**config.mk**
```make
export PLATFORM = sky130hd
export DESIGN_NAME = bus_write_port
export DESIGN_NICKNAME = d
export VERILOG_FILES = /design/src/rtl/bus_write_port.sv
export SDC_FILE = /design/constraint.sdc
export NUM_CORES = 1
export LEC_CHECK = 0
export CAP_MARGIN = 10
export CORE_ASPECT_RATIO = 0.8
export CORE_MARGIN = 5
export CORE_UTILIZATION = 45
export CTS_BUF_LIST = sky130_fd_sc_hd__clkbuf_4 sky130_fd_sc_hd__clkbuf_8 sky130_fd_sc_hd__clkbuf_16
export DETAILED_ROUTE_END_ITERATION = 10
export PLACE_DENSITY = 0.69
export SLEW_MARGIN = 10
export SYNTH_ARGS = -nofsm -noshare
export SYNTH_HDL_FRONTEND = slang
export SYNTH_SLANG_ARGS = --single-unit
```
**constraint.sdc**
```tcl
create_clock -name clk_in -period 5.4 [get_ports clk_in]
set_clock_uncertainty 0.2 [all_clocks]
set_input_delay 1.08 -clock clk_in [delete_from_list [all_inputs] [get_ports clk_in]]
set_output_delay 1.08 -clock clk_in [all_outputs]
set_load 0.02 [all_outputs]
```
**src/rtl/bus_write_port.sv**
```systemverilog
// CPU-side write port for the text display: synchronises the asynchronous 6502 bus
// into the pixel clock domain and drives the character RAM write port.
module bus_write_port #(
  parameter int COLS        = 100,
  parameter int ROWS        = 75,
  parameter int ADDR_W      = 13,
  parameter int SYNC_STAGES = 2
) (
  input  logic              clk_in,
  input  logic              reset_in,
  input  logic              ext_clock,
  input  logic              chip_enable,
  input  logic              read_write,
  input  logic [1:0]        address,
  input  logic [7:0]        data_in,
  output logic              wr_en_out,
  output logic [ADDR_W-1:0] wr_addr_out,
  output logic [7:0]        wr_data_out,
  output logic [2:0]        fg_color_out,
  output logic              busy_out
);

  typedef struct packed {
    logic       phi2;
    logic       ce;
    logic       rw;
    logic [1:0] addr;
    logic [7:0] data;
  } bus_t;

  typedef enum logic {IDLE, CLEAR} state_t;

  localparam logic [ADDR_W-1:0] LAST_CELL = ADDR_W'(COLS * ROWS - 1);
  localparam logic [7:0]        BLANK     = 8'h20;

  bus_t [SYNC_STAGES-1:0] sync_q;
  bus_t                   bus_s;
  bus_t                   snap_q;
  logic                   phi2_prev_q;
  logic                   bus_wr;

  state_t              state_q, state_d;
  logic [ADDR_W-1:0]   cursor_q, cursor_d;
  logic                wr_en_q, wr_en_d;
  logic [ADDR_W-1:0]   wr_addr_q, wr_addr_d;
  logic [7:0]          wr_data_q, wr_data_d;
  logic [2:0]          fg_q, fg_d;
  logic                busy_q, busy_d;

  assign bus_s = sync_q[SYNC_STAGES-1];

  // A bus cycle ends on the synced phi2 falling edge; the snapshot taken while
  // phi2 was high holds the settled address/data. Busy blocks everything.
  assign bus_wr = phi2_prev_q && !bus_s.phi2 && snap_q.ce && !snap_q.rw && (state_q == IDLE);

  always_ff @(posedge clk_in) begin
    // NOTE: sequential state uses non-blocking assignments only, so every flop
    // samples the pre-edge value of its neighbours regardless of statement order.
    if (reset_in) begin
      sync_q      <= '0;
      snap_q      <= '0;
      phi2_prev_q <= 1'b0;
    end else begin
      sync_q[0] <= {ext_clock, chip_enable, read_write, address, data_in};
      for (int i = 1; i < SYNC_STAGES; i++) sync_q[i] <= sync_q[i-1];
      phi2_prev_q <= bus_s.phi2;
      if (bus_s.phi2) snap_q <= bus_s;
    end
  end

  always_ff @(posedge clk_in) begin
    if (reset_in) begin
      state_q   <= IDLE;
      cursor_q  <= '0;
      wr_en_q   <= 1'b0;
      wr_addr_q <= '0;
      wr_data_q <= '0;
      fg_q      <= 3'b111;
      busy_q    <= 1'b0;
    end else begin
      state_q   <= state_d;
      cursor_q  <= cursor_d;
      wr_en_q   <= wr_en_d;
      wr_addr_q <= wr_addr_d;
      wr_data_q <= wr_data_d;
      fg_q      <= fg_d;
      busy_q    <= busy_d;
    end
  end

  always_comb begin
    // NOTE: every signal gets a default before any branch, so no path can leave
    // one unassigned and infer a latch.
    state_d   = state_q;
    cursor_d  = cursor_q;
    wr_en_d   = 1'b0;
    wr_addr_d = wr_addr_q;
    wr_data_d = wr_data_q;
    fg_d      = fg_q;
    busy_d    = busy_q;

    if (state_q == CLEAR) begin
      // wr_addr_q doubles as the clear counter; the first strobe was issued on entry.
      if (wr_addr_q == LAST_CELL) begin
        state_d  = IDLE;
        busy_d   = 1'b0;
        cursor_d = '0;
      end else begin
        wr_en_d   = 1'b1;
        wr_addr_d = wr_addr_q + ADDR_W'(1);
        wr_data_d = BLANK;
      end
    end else if (bus_wr) begin
      case (snap_q.addr)
        2'd0: cursor_d[7:0] = snap_q.data;
        2'd1: cursor_d[ADDR_W-1:8] = snap_q.data[ADDR_W-9:0];
        2'd2: begin
          if (cursor_q > LAST_CELL) begin
            cursor_d = '0;
          end else begin
            wr_en_d   = 1'b1;
            wr_addr_d = cursor_q;
            wr_data_d = snap_q.data;
            cursor_d  = (cursor_q == LAST_CELL) ? '0 : cursor_q + ADDR_W'(1);
          end
        end
        default: begin
          fg_d = snap_q.data[6:4];
          if (snap_q.data[0]) begin
            state_d   = CLEAR;
            busy_d    = 1'b1;
            wr_en_d   = 1'b1;
            wr_addr_d = '0;
            wr_data_d = BLANK;
          end
        end
      endcase
    end
  end

  assign wr_en_out    = wr_en_q;
  assign wr_addr_out  = wr_addr_q;
  assign wr_data_out  = wr_data_q;
  assign fg_color_out = fg_q;
  assign busy_out     = busy_q;

endmodule
```
==> impl_results.md, run 1 <==
- Status: completed
- Worst Hold Slack: 0.241 ns
- Crit path cell chain: nor2b_1, nand2_1, o21bai_1, nand3_2, a221oi_1
- CTS tree: done
- CTS Root Cell: clkbuf_8
- Reg2Reg Setup Slack: 2.18 ns
- Dpl ws: 2.30 ns
- CORE AREA: 8060 um2
- Max-cap violations: 0
- Hold path start: sync_q[10]
- Worst Hold Endpoint: bus_s[10]
- Vias in the first global route: 3009
- Die H: 91.8 um
- CP max-delay cell: o21bai_1
- Share of layout cells above drive strength 1: 9.63%
- Largest net degree at the start of global routing: 56
- Syn Area/Cell: 9.09 um2
- CP Max Fanout: 11
- PortBufs: 40
- Clock buffer count from CTS: 9
- Synth unique cells: 71
- Drt first pass iters: 5
- Number of routed nets with antenna violations: 0
- CTS Hold Buffers Added: 0
- Worst Tran Pin Value: 1.01 ns
- Final TNS setup: 0 ns
- Most instantiated cells after synthesis: dfxtp_1, nor2b_1, nor2_1
- Flops & latches, synth: 79
- Most common cell in the netlist: dfxtp_1
- CP bufs+invs: 0
- PostCTS Resize Cnt: 0
- Fin crit period: 3.22 ns
- Via/cell ratio: 6.04
- WP depth: 5
- Required @ worst endpoint: 5.46 ns
- Drt drc: 0
- Gr usage total: 19.1%
- Synth top area cells: dfxtp_1, nor2b_1, mux2i_1, a21oi_1, nor2_1
- Final worst slack: 2.18 ns
- Critical path launch point type: flop
- Clock latency on the worst-skew pair: 0.36 ns
- Power Density: 246 nW/um2
- Post-synth top area share: 42.0%
- Worst path top cell family by delay: simple AND/OR/NAND/NOR gates
- Worst vdd ir: 122 uV
- Starting Density: 46.7%
- Finished Layout Cells: 544
- First-pass GRT wire length: 16.1 mm
- Cell Rows: 29
- Wire per inst: 17.9 um
- Via count: 3288
- Worst-case clock buffer depth: 2
- Post-CTS setup buffers: 0
- RD Place Congestion: 0.940
- Synth async-reset ratio: 0%
- Tcrit/Tclk final: 59.6%
- R2R Path Start: snap_q[9]
- Seq/Total Area, Yosys: 42.0%
- Leakage: 1.51 nW
- CTS H-Tree Depth: 3
- Hold Path Cell Cnt: 1
- Syn. warnings: 0
- I/O pin count: 41
- # clock sinks: 79
- Slowest stage delay, CP: 0.79 ns
- Post-Synthesis Cells: 414
- Synth Cell Area: 3760 um2
- Rel. slew slack: 32.7%
- Mapped Nets: 431
- Hold crit path type: reg2reg
- Capturing point of the worst reg2reg path: wr_addr_out[6]
- Violation count after the first detailed-route iteration: 323
- Max Fclk: 0.311 GHz
- Fin util: 53.9%
- Die ar.: 10300 um2
- Slew Limit Fails: 0
- Critical path endpoint category: flop
- Clk pin slew, worst setup/hold paths: 0.10 ns
- Inserted Diodes: 0
- R2R depth: 5
- Nets: 448
- Crit Path Class: reg2reg
- Final hold viol count: 0
- Chip width: 112 um
- DP HPWL: 6.67 mm
- Initial antenna violation count: 0
- Setup violators final: 0
- Top_reg_cell synth: dfxtp_1
- Yosys top cell by area: dfxtp_1
- Unrepaired setup endpoints after global routing: false
- Worst Path Arrival: 3.28 ns
- Synth-to-layout area growth: 15.3%
- Gr ovfl total: 0
- Inst Count DP: 528
- Final WL: 9.73 mm
- EDFF count, synth: 0
where the power goes:
group	leakage, nW	switching (mW)	internal [mW]
clock network	0.0974	0.254	0.182
logic	0.769	0.0170	0.0178
registers	0.642	0.00561	0.592
total	1.51	0.277	0.792
registers in the layout, summed over array words and instances (netlist names):
| signal | cells |
|---|---|
| fg_color_out | 3 |
| phi2_prev_q | 1 |
| snap_q | 12 |
| bus_s | 13 |
| state_q | 1 |
| cursor_q | 13 |
| busy_out | 1 |
| wr_addr_out | 13 |
| wr_data_out | 8 |
| wr_en_out | 1 |
| sync_q | 13 |
per-layer routing:
layer / vias to the layer above / share of wire (%) / track usage (%)
met2: 154 / 44 / 28.2
met5: - / 0 / 0
met3: 15 / 8.6 / 5.07
li1: 1563 / - / -
met1: 1556 / 47 / 27.6
met4: 0 / 1.3 / 4.90
placed cells by master (no fill, tap or decap), drive strengths merged, types with 6 or more instances in the layout:
master / synthesis / layout
nand4: 11 / 11
a32o: 6 / 6
clkdlybuf4s50: 0 / 39
dfxtp: 79 / 79
a221oi: 6 / 6
o32ai: 7 / 7
a21oi: 22 / 22
a31oi: 11 / 11
nand3: 17 / 17
o311ai: 7 / 7
mux2i: 15 / 15
nand2: 27 / 27
nor4: 7 / 7
nor2: 28 / 28
and3: 8 / 8
inv: 20 / 25
nor2b: 29 / 29
clkbuf: 26 / 9
cell type report:
class,count,area (um2)
Clock buffer,9,124
Clock inverter,7,72.6
Tap cell,108,135
Timing Repair Buffer,42,410
Multi-Input combinational cell,279,1940
Sequential cell,79,1580
Inverter,20,75.1
Fill cell,746,3710
stage by stage:
| step | area, um2 | total power, mW |
|---|---|---|
| floorplan | 3760 | 0.632 |
| global placement | 4140 | 0.646 |
| detailed placement | 4140 | 0.647 |
| CTS | 4340 | 1.08 |
| global route | 4340 | 1.10 |
| finish | 4340 | 1.07 |
worst register-to-register path, stage by stage (launching register included):
cell      delay (ns)
dfxtp_1         0.47
nor2b_1         0.66
nand2_1         0.16
o21bai_1        0.79
nand3_2         0.46
a221oi_1        0.39
how the worst max path moves through the flow:
| stage | from | endpoint | slack (ns) |
|---|---|---|---|
| global placement | snap_q[9] | wr_addr_out[5] | 2.49 |
| finish | snap_q[9] | wr_addr_out[6] | 2.18 |
| CTS | snap_q[9] | wr_addr_out[6] | 2.29 |
| global route | snap_q[9] | wr_addr_out[6] | 1.92 |
| detailed placement | snap_q[9] | wr_addr_out[6] | 2.30 |
| floorplan | reset_in | cursor_q[5] | 3.00 |
cell families after synthesis:
family                     count (synthesis)  share of synthesized area [%]
muxes                                     16                           4.29
DFF                                       79                           42.0
adders and majority gates                  2                          0.665
xor gates and xnor gates                   7                           1.63
buffers and inverters                     56                           6.41
and+or+nand+nor                          151                           22.8
AOI/OAI and AO/OA                        103                           22.2
(Power assumes the default switching activity.)
==> run 2, diff against run 1 <==
--- a/config.mk
+++ b/config.mk
@@ -11,7 +11,7 @@
 export CORE_UTILIZATION = 45
 export CTS_BUF_LIST = sky130_fd_sc_hd__clkbuf_4 sky130_fd_sc_hd__clkbuf_8 sky130_fd_sc_hd__clkbuf_16
 export DETAILED_ROUTE_END_ITERATION = 10
-export PLACE_DENSITY = 0.69
+export PLACE_DENSITY = 0.71
 export SLEW_MARGIN = 10
 export SYNTH_ARGS = -nofsm -noshare
 export SYNTH_HDL_FRONTEND = slang
==> constraint.sdc (replaced) <==
create_clock -name clk_in -period 2.6 [get_ports clk_in]
set_clock_uncertainty 0.2 [all_clocks]
set_input_delay 0.52 -clock clk_in [delete_from_list [all_inputs] [get_ports clk_in]]
set_output_delay 0.52 -clock clk_in [all_outputs]
set_load 0.02 [all_outputs]
==> run 2 against run 1 <==
  * First-iteration DRC count grew 7.1%
  * Non-clock buffer count is 20 higher
  * Register-to-register slack got worse by 2.0 ns
  * Cell count rose by 3.7%
  * Via count is 5.4% higher
  * Sequential share of layout area is 1.5 points lower
  * Global-route usage grew 1.2 points
  * Sequential power rose by 110%
  * Count of clock-buffer cells in the layout unchanged
  * Critical endpoint is now wr_addr_out[2]
==> impl_results.md, run 2 (same netlist as run 1, synthesis figures left out) <==
- Gr ovfl total: 0 (unchanged)
- CTS H-Tree Depth: 3 (unchanged)
- Status: completed
- Share of layout cells above drive strength 1: 14.3% (+4.6 points)
- Wire per inst: 18.2 um (+1.8%)
- Via count: 3464 (+5.4%)
- Die ar.: 10300 um2 (unchanged)
- Number of routed nets with antenna violations: 0 (unchanged)
- Comb power frac: 3.3% (about the same)
- Critical path startpoint: cursor_q[0]
- Max Fclk: 0.419 GHz (+35%)
- Clk pin slew, worst setup/hold paths: 0.10 ns (about the same)
- Inserted Diodes: 0 (unchanged)
- Critical path launch point type: flop
- Worst Hold Slack: 0.235 ns (-0.00657 ns)
- Worst Tran Pin Value: 0.744 ns (-0.263 ns)
- Clock share of power: 44.9% (+4.1 points)
- CP bufs+invs: 1 (+1)
- Max-cap violations: 0 (unchanged)
- Die H: 91.8 um (unchanged)
- Clock latency on the worst-skew pair: 0.37 ns (about the same)
- Fin crit period: 2.39 ns (-0.830 ns)
- Slowest stage delay, CP: 0.40 ns (-0.39 ns)
- Vias in the first global route: 3222 (+7.1%)
- # clock sinks: 79 (unchanged)
- Required @ worst endpoint: 2.66 ns (-2.80 ns)
- Hold crit path type: reg2reg
- CP Max Fanout: 9 (-2)
- Nets: 468 (+4.5%)
- Drt drc: 0 (unchanged)
- Gr usage total: 20.3% (+1.2 points)
- CTS Hold Buffers Added: 0 (unchanged)
- PortBufs: 40 (unchanged)
- Worst path top cell family by delay: simple AND/OR/NAND/NOR gates
- Synth-to-layout area growth: 20.3%
- Hold path start: sync_q[1]
- Switching portion of total power: 23.4% (-2.5 points)
- Worst-case clock buffer depth: 2 (unchanged)
- Setup violators final: 0 (unchanged)
- Clock buffer count from CTS: 9 (unchanged)
- Pint: 1.83 mW (+130%)
- Critical path endpoint category: flop
- Leakage: 1.62 nW (+7.7%)
- I/O pin count: 41 (unchanged)
- Commonest non-fill, non-tap cell in the layout: dfxtp_1
- Slew Limit Fails: 0 (unchanged)
- CORE AREA: 8060 um2 (unchanged)
- Violation count after the first detailed-route iteration: 346 (+7.1%)
- Tcrit/Tclk final: 91.8% (+32 points)
- Chip width: 112 um (unchanged)
- Sw Pwr: 0.560 mW (+100%)
- DP HPWL: 7.26 mm (+8.8%)
- Worst Path Arrival: 2.45 ns (-0.83 ns)
- Crit path cell chain: ha_2, nor4bb_1, and4b_1, o21ba_1, buf_4, o32ai_1, a32o_1
- Fill cell count: 729 (-2.3%)
- Drt first pass iters: 5 (unchanged)
- RD Place Congestion: 0.994 (+5.8%)
- Final WL: 10.3 mm (+5.5%)
- R2R Path Start: cursor_q[0]
- Unrepaired setup endpoints after global routing: false
- CTS Root Cell: clkbuf_8
- Final TNS setup: 0 ns (unchanged)
- First-pass GRT wire length: 16.9 mm (+5.1%)
- Power Density: 528 nW/um2 (+110%)
- Worst vdd ir: 425 uV (+250%)
- Initial antenna violation count: 0 (unchanged)
- CP max-delay cell: dfxtp_2
- Via/cell ratio: 6.14 (+1.6%)
- Crit Path Class: reg2reg
- CTS tree: done
- Sequential Power Share: 51.8% (-4.1 points)
- Rel. slew slack: 50.0% (+17 points)
- Largest net degree at the start of global routing: 38 (-32%)
- Cell Rows: 29 (unchanged)
- Post-CTS setup buffers: 0 (unchanged)
- Starting Density: 46.7% (unchanged)
- Most frequent cells in the layout: dfxtp_1, clkdlybuf4s50_1, nor2b_1
- PostCTS Resize Cnt: 0 (unchanged)
- Final hold viol count: 0 (unchanged)
-- run 2: cell types whose count changed in the layout (fill, tap and decap cells not counted), sizes merged --
cell,delta
clkinv,-1
clkinvlp,-1
bufinv,+2
buf,+20
-- run 2: through the flow --
stage	utilization, %	total power, mW	area, um2	instances	setup WS (ns)
after detailed placement	53.3	1.35	4290	548	0.134
after CTS	56.2	2.41	4520	564	0.122
final	56.2	2.39	4530	564	0.212
after global placement	53.3	1.35	4290	548	0.279
after floorplan	-	1.31	3760	414	0.437
after global routing	56.2	2.47	4530	564	0.0471
-- run 2: routing by layer --
layer  GRT usage, %  part of all wire [%]  wire length, um
met1           28.7                    45             4640
met2           29.9                    43             4430
met3           5.66                   9.3              959
met4           6.91                   2.4              246
met5              0                     0                0
-- run 2: worst paths after layout --
kind              depth (start not counted)             end  slack (ns)
hold reg to reg                           1        bus_s[1]        0.23
hold / removal                            1        bus_s[1]        0.23
setup / recovery                          7  wr_addr_out[2]        0.21
setup reg to reg                          7  wr_addr_out[2]        0.21
-- run 2: layout make-up --
class / instances / area (um2) / area share [%]
well taps: 108 / 135 / 2.98
inverters: 20 / 75.1 / 1.66
multi-input cells: 279 / 1940 / 42.9
flip-flops and latches: 79 / 1580 / 35.0
clock inverters: 7 / 106 / 2.35
repair buffers: 62 / 561 / 12.4
clock buffers: 9 / 124 / 2.73
-- run 2: worst reg2reg max path: cells and delay by family (launching register included) --
family,cells,cell delay (ns)
flops,1,0.40
buf+inv,1,0.22
compound gates,3,0.62
fa+ha+maj,1,0.24
simple gates,2,0.62
-- run 2: power groups by stage --
| stage | sequential (mW) | combinational, mW | clock [mW] |
|---|---|---|---|
| 6_report | 1.24 | 0.0800 | 1.07 |
| 3_5_place_dp | 1.27 | 0.0799 | 0 |
| 3_3_place_gp | 1.27 | 0.0786 | 0 |
| 5_1_grt | 1.24 | 0.0871 | 1.14 |
| 2_1_floorplan | 1.26 | 0.0498 | 0 |
| 4_1_cts | 1.24 | 0.0801 | 1.09 |
